--- src/rtl/sensor_burst_reader.sv ---
// sensor_burst_reader: periodic NUM_CH x 16-bit big-endian burst sampler over a byte-wide I2C engine,
// with optional init write, per-transaction timeout and atomic frame publish.
module sensor_burst_reader #(
    parameter int         NUM_CH     = 3,
    parameter logic [7:0] BASE_ADDR  = 8'h3B,
    parameter int         SAMPLE_DIV = 100000,
    parameter bit         INIT_EN    = 1'b1,
    parameter logic [7:0] INIT_REG   = 8'h6B,
    parameter logic [7:0] INIT_VAL   = 8'h00,
    parameter int         TIMEOUT    = 65535
) (
    input  logic                  clock,
    input  logic                  reset,
    input  logic                  enable,
    output logic                  i2c_start,
    output logic                  i2c_we,
    output logic [7:0]            i2c_addr,
    output logic [7:0]            i2c_wdata,
    input  logic                  i2c_done,
    input  logic                  i2c_err,
    input  logic [7:0]            i2c_rdata,
    output logic [16*NUM_CH-1:0]  sample_data,
    output logic                  sample_valid,
    output logic                  busy,
    output logic                  error
);
    localparam int NB = 2 * NUM_CH;
    localparam int IW = $clog2(NB);
    localparam int CW = $clog2(SAMPLE_DIV);
    localparam int TW = $clog2(TIMEOUT + 1);
    localparam logic [2:0] S_IDLE       = 3'd0;
    localparam logic [2:0] S_INIT_ISSUE = 3'd1;
    localparam logic [2:0] S_INIT_WAIT  = 3'd2;
    localparam logic [2:0] S_WAIT_TICK  = 3'd3;
    localparam logic [2:0] S_RD_ISSUE   = 3'd4;
    localparam logic [2:0] S_RD_WAIT    = 3'd5;
    localparam logic [2:0] S_COMMIT     = 3'd6;

    logic [2:0]           state_q, state_d;
    logic [CW-1:0]        cnt_q;
    logic [TW-1:0]        to_q;
    logic [IW-1:0]        idx_q, idx_d;
    logic                 pend_q, err_q, we_q;
    logic [7:0]           addr_q, wdata_q;
    logic [NB-1:0][7:0]   shadow_q, data_q, frame;
    logic                 tick, waiting, timeout, ok, bad, last;

    assign tick    = enable && cnt_q == CW'(SAMPLE_DIV - 1);
    assign waiting = state_q == S_INIT_WAIT || state_q == S_RD_WAIT;
    assign timeout = !i2c_done && to_q == TW'(TIMEOUT - 1);
    assign ok      = i2c_done && !i2c_err;
    assign bad     = (i2c_done && i2c_err) || timeout;
    assign last    = idx_q == IW'(NB - 1);

    always_comb begin
        state_d = state_q;
        case (state_q)
            S_IDLE:       if (enable) state_d = INIT_EN ? S_INIT_ISSUE : S_WAIT_TICK;
            S_INIT_ISSUE: state_d = S_INIT_WAIT;
            S_INIT_WAIT:  if (ok || bad) state_d = S_WAIT_TICK;
            S_WAIT_TICK:  if (!enable) state_d = S_IDLE;
                          else if (tick) state_d = pend_q ? S_INIT_ISSUE : S_RD_ISSUE;
            S_RD_ISSUE:   state_d = S_RD_WAIT;
            S_RD_WAIT:    if (ok) state_d = last ? S_COMMIT : S_RD_ISSUE;
                          else if (bad) state_d = S_WAIT_TICK;
            S_COMMIT:     state_d = enable ? S_WAIT_TICK : S_IDLE;
            default:      state_d = S_IDLE;
        endcase
    end

    always_comb begin
        idx_d = state_q == S_WAIT_TICK ? '0 :
                (state_q == S_RD_WAIT && ok && !last) ? idx_q + 1'b1 : idx_q;
        // Even byte index is the high byte, so swapping bit 0 maps it onto the packed byte lane.
        frame = shadow_q;
        frame[idx_q ^ IW'(1)] = i2c_rdata;
    end

    always_ff @(posedge clock or posedge reset) begin
        if (reset) begin
            state_q  <= S_IDLE;
            cnt_q    <= '0;
            to_q     <= '0;
            idx_q    <= '0;
            pend_q   <= 1'b0;
            err_q    <= 1'b0;
            we_q     <= 1'b0;
            addr_q   <= '0;
            wdata_q  <= '0;
            shadow_q <= '0;
            data_q   <= '0;
        end else begin
            state_q <= state_d;
            idx_q   <= idx_d;
            cnt_q   <= (!enable || tick) ? '0 : cnt_q + 1'b1;
            to_q    <= waiting ? to_q + 1'b1 : '0;
            if (state_q == S_IDLE && enable) pend_q <= INIT_EN;
            else if (state_q == S_INIT_WAIT && ok) pend_q <= 1'b0;
            if (state_d == S_INIT_ISSUE) begin
                we_q    <= 1'b1;
                addr_q  <= INIT_REG;
                wdata_q <= INIT_VAL;
            end else if (state_d == S_RD_ISSUE) begin
                we_q    <= 1'b0;
                addr_q  <= BASE_ADDR + 8'(idx_d);
                wdata_q <= '0;
            end
            if (state_q == S_RD_WAIT && ok) shadow_q <= frame;
            if (state_q == S_RD_WAIT && ok && last) data_q <= frame;
            if (waiting && bad) err_q <= 1'b1;
            else if (state_q == S_RD_WAIT && ok && last) err_q <= 1'b0;
        end
    end

    assign i2c_start    = state_q == S_INIT_ISSUE || state_q == S_RD_ISSUE;
    assign i2c_we       = we_q;
    assign i2c_addr     = addr_q;
    assign i2c_wdata    = wdata_q;
    assign sample_data  = data_q;
    assign sample_valid = state_q == S_COMMIT;
    assign busy         = !(state_q == S_IDLE || state_q == S_WAIT_TICK);
    assign error        = err_q;
endmodule

--- config.mk ---
export PLATFORM = sky130hd
export DESIGN_NAME = sensor_burst_reader
export DESIGN_NICKNAME = d
export VERILOG_FILES = /design/src/rtl/sensor_burst_reader.sv
export SDC_FILE = /design/constraint.sdc
export NUM_CORES = 1
export LEC_CHECK = 0
export ABC_AREA = 0
export CELL_PAD_IN_SITES_DETAIL_PLACEMENT = 1
export CELL_PAD_IN_SITES_GLOBAL_PLACEMENT = 2
export CORE_UTILIZATION = 33
export CTS_CLUSTER_SIZE = 14
export DETAILED_ROUTE_END_ITERATION = 8
export PLACE_DENSITY = 0.82
export SLEW_MARGIN = 0
export SYNTH_ARGS = -nofsm -noshare
export SYNTH_HDL_FRONTEND = slang
export SYNTH_SLANG_ARGS = --single-unit
--- constraint.sdc ---
create_clock -name clock -period 5 [get_ports clock]
set_clock_uncertainty 0.05 [all_clocks]
set_input_delay 1 -clock clock [delete_from_list [all_inputs] [get_ports clock]]
set_output_delay 1 -clock clock [all_outputs]
set_load 0.05 [all_outputs]
Yosys cells after proc, flatten, opt, wreduce, memory -nomap -nowiden:

Index checks and enable logic that the tools add are counted.

* bits in registers: 154
* bits of input ports: 13
* output and inout bits: 69
* logic and storage cells: 92

* mux-type cells: 27
* bitwise operators: 1
* equal/unequal tests: 11
* $lt $le $gt $ge: 2
* reductions and logical operators: 26
* $add $sub $neg: 4

Operators by type and width (count)
* 48-bit bitwise mux: 1
* 8-bit 2-to-1 mux: 5
* 3-bit 2-to-1 mux: 9
* 8-bit demux with 3-bit select: 1
* 3-bit case mux with 7 select lines: 1
* 17-bit by 1-bit adder with 17-bit output, second input constant: 1
* 17-bit == test, second input constant: 1
* 17-bit 2-to-1 mux: 1
* 16-bit by 1-bit adder with 16-bit output, second input constant: 1
* 16-bit == test, second input constant: 1
* 16-bit 2-to-1 mux: 1
* 3-bit == test, second input constant: 5
* 1-bit logical AND: 11
* 6-bit by 3-bit adder with 7-bit output, first input constant: 1
* 3-bit by 1-bit == test with 1-bit output, second input constant: 2
* 3-bit by 2-bit == test with 1-bit output, second input constant: 2
* 1-bit logical OR: 6
* 1-bit 2-to-1 mux: 6
* 2-bit nonzero test: 3
* 1-bit zero test: 5
* 3-bit by 4-bit less-than comparator with 1-bit output, second input constant: 1
* 2-bit 2-to-1 mux: 2
* 3-bit by 1-bit adder with 3-bit output, second input constant: 1
* 3-bit by 1-bit greater-or-equal comparator with 1-bit output, second input constant: 1
* other kinds (2): 2

Longest topological paths before layout:

* depth in word-level cells: 9
* depth in mapped cells: 14
* mapped depth without buffers: 13

Worst setup path before layout:

Ideal clock, no wire load.

* path kind: input -> register
* start: in i2c_err
* end: reg addr_q[2], in the netlist i2c_addr[2]
* arrival: 2.662 ns
* cell stages on the path: 9
* required time: 4.824 ns
* setup slack: 2.162 ns
* library setup time: 0.126 ns
* cell sequence: and2b_1 > nand4_1 > xor2_1 > or2_2 > ha_1 > inv_1 > ha_1 > a22oi_1 > o2bb2ai_1

* longest elaborated chain between the ends: 9

Ends and longest elaborated chain
* start: declaration: line 20 `input logic i2c_err,`
* 1-bit zero test: line 51 `assign ok = i2c_done && !i2c_err;`
* 1-bit logical AND: line 51
* 1-bit logical AND (2 in series): line 73 `(state_q == S_RD_WAIT && ok && !last) ? idx_q + 1'b1 : idx_q;`
* 3-bit 2-to-1 mux: line 73
* 3-bit 2-to-1 mux: line 72 `idx_d = state_q == S_WAIT_TICK ? '0 :`
* 6-bit by 3-bit adder with 7-bit output: line 105 `addr_q <= BASE_ADDR + 8'(idx_d);`
* 8-bit 2-to-1 mux: line 103 `end else if (state_d == S_RD_ISSUE) begin`
* 8-bit 2-to-1 mux: line 99 `if (state_d == S_INIT_ISSUE) begin`
* end signal: assignment: line 105
* end: declaration: line 44 `logic [7:0] addr_q, wdata_q;`

Several ways; a longest one is shown, not always the timed one. The select of a mux whose other input is x is not followed.
A chain may end at the register's enable or synchronous reset.

Final worst setup path:

* start: reg state_q[1]
* end: out sample_valid

* longest elaborated chain between the ends: 1

Ends and longest elaborated chain
* start: declaration: line 39 `logic [2:0] state_q, state_d;`
* start signal: assignment: line 93 `state_q <= state_d;`
* 3-bit == test: line 120 `assign sample_valid = state_q == S_COMMIT;`
* end: declaration: line 23 `output logic sample_valid,`

No other way between the ends.

==> flow_metrics.env <==
export IMPL_p_clk_frac=0.410
export IMPL_intPower_mw=2.05
export IMPL_yosysTopAreaCell="dfrtp_1"
export IMPL_yosys_register_bits=144
export IMPL_synth_edff_count=0
export IMPL_drive_gt1_frac=0.190
export IMPL_antenna_found_initial=0
export IMPL_detail_route_antenna_nets=0
export IMPL_fmax_mhz=305
export IMPL_netlist_instances=573
export IMPL_cp_start_kind="flop"
export IMPL_cp_end_kind="primary output"
export IMPL_mostFrequentLayoutCell="dfrtp_1"
export IMPL_clock_latency_ns=0.42
export IMPL_ys_top_cells_by_area="dfrtp_1 (54%), mux2_2 (11%), mux2i_1 (4.8%)"
export IMPL_via_count=4463
export IMPL_dieArea_sq_um=20600
export IMPL_clk_pin_slew_worst_paths_ns=0.06
export IMPL_place_congestion=0.783
export IMPL_maxCapViolations=0
export IMPL_slew_viol_final=0
export IMPL_clkSinkCount=144
export IMPL_clk_path_buf_depth=2
export IMPL_cts_hold_buf=0
export IMPL_nets=657
export IMPL_cts_setup_buffers=0
export IMPL_fin_crit_sh=0.656
export IMPL_swShare=0.297
export IMPL_p_comb_frac=0.160
export IMPL_dominantRegCellSynth="dfrtp_1"
export IMPL_diodes=0
export IMPL_setup_viol=0
export IMPL_ctsResizeCount=0
export IMPL_groute_usage_overall=0.165
export IMPL_routed_via_density=4.88
export IMPL_slew_headroom=0.395
export IMPL_postPlaceCellArea_sq_um=7540
export IMPL_synth_area_sq_um=6620
export IMPL_fin_hold_ws_ns=0.437
export IMPL_drc=0
export IMPL_port_buffers=72
export IMPL_grt_max_degree=99
export IMPL_pin_count=82
export IMPL_ys_warn_count=0
export IMPL_totalWireLength_mm=15.6
export IMPL_rsz0062_at_grt="no"
export IMPL_drt_iter0_markers=170
export IMPL_die_w_microns=144
export IMPL_core_area_sq_um=19600
export IMPL_rows=51
export IMPL_finalInstanceArea_sq_um=8090
export IMPL_status="finished, final reports clean"
export IMPL_htree_levels=4
export IMPL_cts_tree="built"
export IMPL_cts_buffers=17
export IMPL_start_util=0.338
export IMPL_worstPathRequired_ns=3.95
export IMPL_grt_pass1_wl_mm=25.8
export IMPL_fin_cells=914
export IMPL_first_pass_iters=4
export IMPL_fin_util=0.413
export IMPL_wire_per_inst_microns=17.1
export IMPL_leakage_nw=3.71
export IMPL_crit_fanout=13
export IMPL_pwr_share_seq=0.430
export IMPL_path_class="reg2out"
export IMPL_seq_area_frac_synth=0.544
export IMPL_netSwitchingPower_mw=0.867
export IMPL_grt_ovfl_total=0
export IMPL_p_per_area_nw_per_um2=361
export IMPL_yosysTopAreaCellShare=0.544
export IMPL_synth_avg_cell_area_sq_um=11.6
export IMPL_final_cell_mix="dfrtp_1 (144), nor2_1 (77), clkdlybuf4s50_1 (72), mux2_2 (64), a21oi_1 (42)"
export IMPL_die_h_microns=144
export IMPL_post_dp_hpwl_mm=10.7
export IMPL_holdCritPathClass="reg2reg"
export IMPL_synthArstFlopShare=1.00
export IMPL_areaGrowthSynthToFinish_pct=22.2
export IMPL_grt_pass1_vias=4901
export IMPL_clockRootBuffer="clkbuf_16"
export IMPL_synth_cell_types=58
export IMPL_tns_ns=0
export IMPL_hold_viol=0
export IMPL_layout_min_cycle_time_ns=3.28
export IMPL_place_inst=883
export IMPL_max_vdd_ir_drop_v=0.000268
export IMPL_arrival_ns=2.23
export IMPL_tightest_slew_ns=0.905
==> area by class of cell <==
type	count	area (sq um)
multi-input combinational	380	2770
inverter	15	61.3
sequential	144	3600
clock inverter	12	113
fill	2104	11500
timing repair buffer	79	773
clock buffer	19	443
tap	265	332
==> state kept, by name (all words and copies together), names as in the netlist <==
| signal | cells |
|---|---|
| sample_data | 48 |
| shadow_q | 48 |
| cnt_q | 17 |
| to_q | 16 |
| i2c_addr | 6 |
| idx_q | 3 |
| state_q | 3 |
| error | 1 |
| i2c_we | 1 |
| pend_q | 1 |
==> worst paths after layout <==
kind                                            from  depth (start not counted)  slack, ns                       to
worst max-delay path            state_q[1]$_DFF_PP0_                          3       1.72             sample_valid
worst min-delay path              i2c_we$_DFFE_PP0P_                          1       0.44       i2c_we$_DFFE_PP0P_
worst max register to register    idx_q[1]$_DFF_PP0_                         11       2.28  i2c_addr[2]$_DFFE_PP0P_
worst min register to register    i2c_we$_DFFE_PP0P_                          1       0.44       i2c_we$_DFFE_PP0P_
max in group asynchronous                      reset                          3       2.88        to_q[6]$_DFF_PP0_
min in group asynchronous                      reset                          2       1.10       cnt_q[8]$_DFF_PP0_
==> synthesized netlist by cell type, types with 3 or more instances <==
cell type  number
a21oi_1        42
and2_1          6
and3_1          3
buf_1           8
buf_2          19
buf_4          11
clkbuf_1        4
dfrtp_1       144
ha_1            7
inv_1          14
mux2_2         64
mux2i_1        32
nand2_1        23
nand3_1        15
nand4_1        10
nor2_1         77
nor2_2          3
nor3_1          3
o21ai_0         6
o2bb2ai_1       4
xnor2_1        14
xor2_1         20
==> power groups by stage <==
stage          registers (mW)  logic [mW]  clock network, mW
6_report                 1.26       0.467               1.20
5_1_grt                  1.26       0.503               1.28
4_1_cts                  1.26       0.473               1.23
3_5_place_dp             1.28       0.471                  0
3_3_place_gp             1.27       0.461                  0
2_1_floorplan            1.30       0.318                  0
==> cells by family (layout without fill, tap and decap cells) <==
| group | after synthesis | after routing | synth area share |
|---|---|---|---|
| and+or+nand+nor | 163 | 163 | 0.129 |
| DFF | 144 | 144 | 0.544 |
| muxes | 96 | 96 | 0.157 |
| AOI/OAI and AO/OA | 71 | 71 | 0.0684 |
| buffers and inverters | 57 | 125 | 0.0421 |
| xor gates and xnor gates | 34 | 34 | 0.0450 |
| adders and majority gates | 7 | 7 | 0.0132 |
| other | 1 | 9 | 0.000566 |
==> worst max-delay path, cell delays in order (launching register included) <==
cell             delay, ns
dfrtp_1               0.60
nor2b_1               0.26
and2_1                0.16
clkdlybuf4s50_1       0.80
==> metal layers <==
metal	part of all wire	vias to the layer above	global-route usage
met5	0	-	0
met3	0.031	17	0.0357
met1	0.44	2300	0.200
li1	-	2083	-
met2	0.51	63	0.286
met4	0.018	0	0.0644
==> per-stage QoR <==
step	total power, mW	worst slack (ns)
floorplan	1.62	0.0837
global placement	1.74	1.45
detailed placement	1.75	1.36
CTS	2.96	1.69
global route	3.04	1.56
finish	2.92	1.72
Note: power is estimated with default switching activity, not from simulation.
